[src/rtl/riscv_retire_unit.sv]
// rtl/riscv_retire_unit.sv - commit-stage retirement bookkeeping (NUM_INST, OUTPUT_PORT, HALT)
//
// Observes at most one retiring instruction per cycle from writeback and
// keeps the architectural observation state used by the checking harness.
//
// Optional feature macro: RETIRE_CYCLE_CNT_EN (enables the CYCLE_CNT counter;
// when undefined CYCLE_CNT is tied to zero and no counter flop exists).
//
// Parameters:
//   CNT_W    width of NUM_INST and CYCLE_CNT
//   HALT_I0  first word of the halt sequence  (addi x1,x0,12)
//   HALT_I1  second word of the halt sequence (jalr x0,0(x1))
//
// Ports:
//   CLK            in   clock, all state on posedge
//   RST            in   asynchronous active-high reset
//   RET_VALID      in   an instruction retires this cycle
//   RET_INST       in   retiring instruction word
//   RET_RD_WE      in   retiring instruction writes rd (rd may be x0)
//   RET_RD_DATA    in   value written to rd
//   RET_IS_STORE   in   retiring instruction is a store
//   RET_ST_ADDR    in   store effective address
//   RET_IS_BRANCH  in   retiring instruction is a conditional branch
//   RET_BR_TAKEN   in   branch outcome
//   NUM_INST       out  retired-instruction count (wraps)
//   OUTPUT_PORT    out  last observable result
//   HALT           out  halt sequence retired (sticky until RST)
//   CYCLE_CNT      out  cycles since reset, frozen after halt
module riscv_retire_unit #(
    parameter int          CNT_W   = 32,
    parameter logic [31:0] HALT_I0 = 32'h00c00093,
    parameter logic [31:0] HALT_I1 = 32'h00008067
) (
    input  logic             CLK,
    input  logic             RST,
    input  logic             RET_VALID,
    input  logic [31:0]      RET_INST,
    input  logic             RET_RD_WE,
    input  logic [31:0]      RET_RD_DATA,
    input  logic             RET_IS_STORE,
    input  logic [31:0]      RET_ST_ADDR,
    input  logic             RET_IS_BRANCH,
    input  logic             RET_BR_TAKEN,
    output logic [CNT_W-1:0] NUM_INST,
    output logic [31:0]      OUTPUT_PORT,
    output logic             HALT,
    output logic [CNT_W-1:0] CYCLE_CNT
);

    typedef enum logic [1:0] {
        S_IDLE   = 2'd0,
        S_ARMED  = 2'd1,
        S_HALTED = 2'd2
    } state_t;

    state_t state;
    state_t state_next;
    logic   accept;

    // Once halted, every retirement input is ignored.
    assign accept = RET_VALID && (state != S_HALTED);

    always_ff @(posedge CLK or posedge RST) begin
        if (RST) begin
            state <= S_IDLE;
        end else begin
            state <= state_next;
        end
    end

    always_comb begin
        state_next = state;
        case (state)
            S_IDLE: begin
                if (accept && RET_INST == HALT_I0) begin
                    state_next = S_ARMED;
                end
            end
            S_ARMED: begin
                // Idle cycles keep the sequence armed; a repeated HALT_I0
                // re-arms; anything else breaks the sequence.
                if (accept) begin
                    if (RET_INST == HALT_I1) begin
                        state_next = S_HALTED;
                    end else if (RET_INST == HALT_I0) begin
                        state_next = S_ARMED;
                    end else begin
                        state_next = S_IDLE;
                    end
                end
            end
            S_HALTED: begin
                state_next = S_HALTED;
            end
            default: begin
                state_next = S_IDLE;
            end
        endcase
    end

    assign HALT = (state == S_HALTED);

    // The halting instruction is still accepted, so it is counted and its
    // result reaches OUTPUT_PORT on the same edge that raises HALT.
    always_ff @(posedge CLK or posedge RST) begin
        if (RST) begin
            NUM_INST    <= '0;
            OUTPUT_PORT <= '0;
        end else if (accept) begin
            NUM_INST <= NUM_INST + CNT_W'(1);
            if (RET_IS_STORE) begin
                OUTPUT_PORT <= RET_ST_ADDR;
            end else if (RET_IS_BRANCH) begin
                OUTPUT_PORT <= {31'b0, RET_BR_TAKEN};
            end else if (RET_RD_WE) begin
                OUTPUT_PORT <= RET_RD_DATA;
            end
        end
    end

`ifdef RETIRE_CYCLE_CNT_EN
    // Counts the halting edge itself (state is not yet HALTED there), then stops.
    always_ff @(posedge CLK or posedge RST) begin
        if (RST) begin
            CYCLE_CNT <= '0;
        end else if (state != S_HALTED) begin
            CYCLE_CNT <= CYCLE_CNT + CNT_W'(1);
        end
    end
`else
    assign CYCLE_CNT = '0;
`endif

endmodule

[config.mk]
export PLATFORM = sky130hd
export DESIGN_NAME = riscv_retire_unit
export DESIGN_NICKNAME = d
export VERILOG_FILES = /design/src/rtl/riscv_retire_unit.sv
export SDC_FILE = /design/constraint.sdc
export NUM_CORES = 1
export LEC_CHECK = 0
export CAP_MARGIN = 10
export CORE_UTILIZATION = 60
export CTS_BUF_LIST = sky130_fd_sc_hd__clkbuf_8 sky130_fd_sc_hd__clkbuf_16
export DETAILED_ROUTE_END_ITERATION = 8
export DONT_BUFFER_PORTS = 1
export PLACE_DENSITY = 0.76
export REMOVE_ABC_BUFFERS = 1
export SLEW_MARGIN = 0
export SYNTH_ARGS = -nofsm -noshare
export SYNTH_HDL_FRONTEND = slang
export SYNTH_SLANG_ARGS = --single-unit
[constraint.sdc]
create_clock -name CLK -period 4.4 [get_ports CLK]
set_clock_uncertainty 0.2 [all_clocks]
set_input_delay 0.44 -clock CLK [delete_from_list [all_inputs] [get_ports CLK]]
set_output_delay 0.44 -clock CLK [all_outputs]
set_load 0.05 [all_outputs]
==> results.md <==
- Status: completed
- Critical path launch point type: flip-flop
- Vias: between 2000 and 2500
- Placed Instances: just under 400
- Number of flops mapped to enable cells by yosys: 0
- HPWL Detailed: just over 5 mm
- Fill count: about 450
- Final antenna-violating net count: 0
- Worst-Margin Slew: between 1000 and 1500 ps
- Post-synthesis cell type with the largest combined area: dfrtp_1
- Clk buf depth: 2
- Leak pwr: about 1.6 nW
- Final Cycle Share: 60.3%
- # rows: 27
- Area Overhead vs Synth: 2.20%
- Hold_buf cts: 0
- Yosys cell types: 40
- Clock Sinks: 66
- Top post-synthesis cells by area: dfrtp_1, buf_4, a22oi_1, nand2_1, o21ai_1
- Unrepaired setup endpoints after global routing: false
- Gr ovfl total: 0
- Syn_area_per_cell: 10.0 um^2
- Residual DRC count: 0
- Tmin final: approximately 2700 ps
- Post-DP Area: 0.00332 mm^2
- Post-Syn Instances: between 300 and 400
- Die area: approximately 0.0060 mm^2
- Clock Pin Slew Worst Setup and Hold Paths: approximately 70 ps
- Core Region: 0.00551 mm^2
- Die width: approximately 77 um
- Skew-Pair Late Insertion Delay: between 300 and 400 ps
- Layout cells sized above 1: just over 10%
- N_diodes: 0
- GR Util All Layers: between 20% and 30%
- Crit path kind: reg -> reg
- IO Port Bufs: 0
- Setup TNS: 0 ps
- GPL Wtd Cong: about 0.8
- Post-CTS setup buffers: 0
- Number of global-route vias before repair: between 2000 and 2500
- H-tree Lvls: 3
- First-pass DRT Iterations: 4
- Initial antenna violation count: 0
- Routed len/inst: between 15 and 20 um
- HP Class: in -> async
- Nets: 439
- Final Core Density: a little under two thirds
- Slew HR: 24.9%
- Io pins: 200
- Yosys top cell area share: about 48%
- Slew Limit Fails: 0
- Die Ht: between 70 and 80 um
- Seq cells post-synth: between 60 and 70
- Drt initial violations: approximately 130
- FMAX: between 300 and 400 MHz
- Seq/Total Area, Yosys: 48.4%
- Post-Syn Area: approximately 0.0034 mm^2
- Most common cell after layout, fill and taps aside: dfrtp_1
- CTS Root Cell: clkbuf_8
- Crit path max fanout: 14
- Design Area, Final: approximately 0.0035 mm^2
- Peak VDD IR: 0.173 mV
- Critical Path RT: approximately 4500 ps
- Num CTS Buffers: 9
- Total routed wirelength: 7.05 mm
- Initial Util: about 62%
- Via-per-instance ratio: about 6
- Final non-filler cell total: 411
- Largest net degree at the start of global routing: between 60 and 70
- Post_cts resized: 0
- Post-synth ARST share: 100%
- Most frequent cells in the layout: dfrtp_1, nand2_1, o21ai_1, conb_1, a22oi_1
- First-pass GRT wire length: roughly 11 mm
- CTS tree: yes
- Synth Flop Type: dfrtp_1
- Worst endpoint data arrival time: 2710 ps
- CP Capture Type: flip-flop
- Max-cap violations: 0
- WHS: 27.6 ps
- Pwr/cell area: between 300 and 400 mW/mm^2
- Hold Vio Cnt, Final: 0
- Setup violators final: 0
- Synth warn: 0
==> stage by stage <==
stage                     setup slack [ps]  total power (W)
after CTS                             1750          0.00116
after detailed placement              1770         0.000715
final                                 1750          0.00115
after floorplan                       1320         0.000708
after global placement                1820         0.000714
after global routing                  1580          0.00119
==> power by group <==
part	switching, W	total (W)	internal [W]	leakage [nW]
sequential	0.00000000000320	0.000607	0.000607	0.896
clock	0.000219	0.000446	0.000227	0.0961
combinational	0.0000824	0.0000967	0.0000143	0.624
==> kinds of logic (layout without fill, tap and decap cells) <==
group,count (synthesis),count (layout),synth area share [%]
and+or+nand+nor,117,117,19.7
buffers and inverters,55,23,10.3
other,1,32,0.110
DFF,66,66,48.4
muxes,2,2,0.623
xor gates and xnor gates,31,31,7.95
AOI/OAI and AO/OA,67,67,12.6
adders and majority gates,1,1,0.366
==> path summary, 6_finish.rpt <==
check / from / endpoint / slack [ps] / cells after the start
min in group CLK: RET_INST[2] / state[1] / 50 / 2
setup reg to reg: NUM_INST[4] / NUM_INST[27] / 1750 / 4
hold / removal: RST / NUM_INST[31] / 30 / 2
max in group asynchronous: RST / NUM_INST[19] / 3450 / 2
setup / recovery: NUM_INST[4] / NUM_INST[27] / 1750 / 4
hold reg to reg: state[1] / state[1] / 450 / 3
==> area by class of cell <==
cell class	instances	area [um^2]	area share, %
clock buffer	11	151	4.34
sequential	66	1650	47.3
tap	72	90.1	2.58
timing repair buffer	2	15.0	0.430
clock inverter	4	18.8	0.538
inverter	6	22.5	0.645
multi-input combinational	250	1540	44.2
==> layer usage <==
metal  vias up  wire length, um  global-route usage [%]
li1       1127                -                       -
met1      1177             2840                    28.8
met2       115             3470                    38.1
met3        16              597                    9.41
met4         0              148                    11.9
met5         -                0                       0
==> flip-flops by register name, indices dropped and copies added, names as in the netlist <==
name         flops
state            2
NUM_INST        32
OUTPUT_PORT     32
==> worst max-delay path, stage by stage, from the launching register on <==
cell	delay, ps
dfrtp_1	750
nand4_1	150
or4_1	890
nor4_2	380
xor2_1	190
==> synth_stat cells (2+ instances only) <==
library cell / number
a21oi_1: 2
a22oi_1: 30
and3_1: 4
and4_1: 6
buf_4: 32
clkbuf_1: 13
dfrtp_1: 66
inv_1: 6
nand2_1: 43
nand3_1: 12
nand4_1: 8
nand4_2: 2
nor2_1: 10
nor3_1: 5
nor3_2: 9
nor3b_1: 2
nor4_1: 5
nor4_2: 2
nor4b_1: 2
o21ai_1: 32
xnor2_1: 13
xor2_1: 18
(Power assumes the default switching activity.)
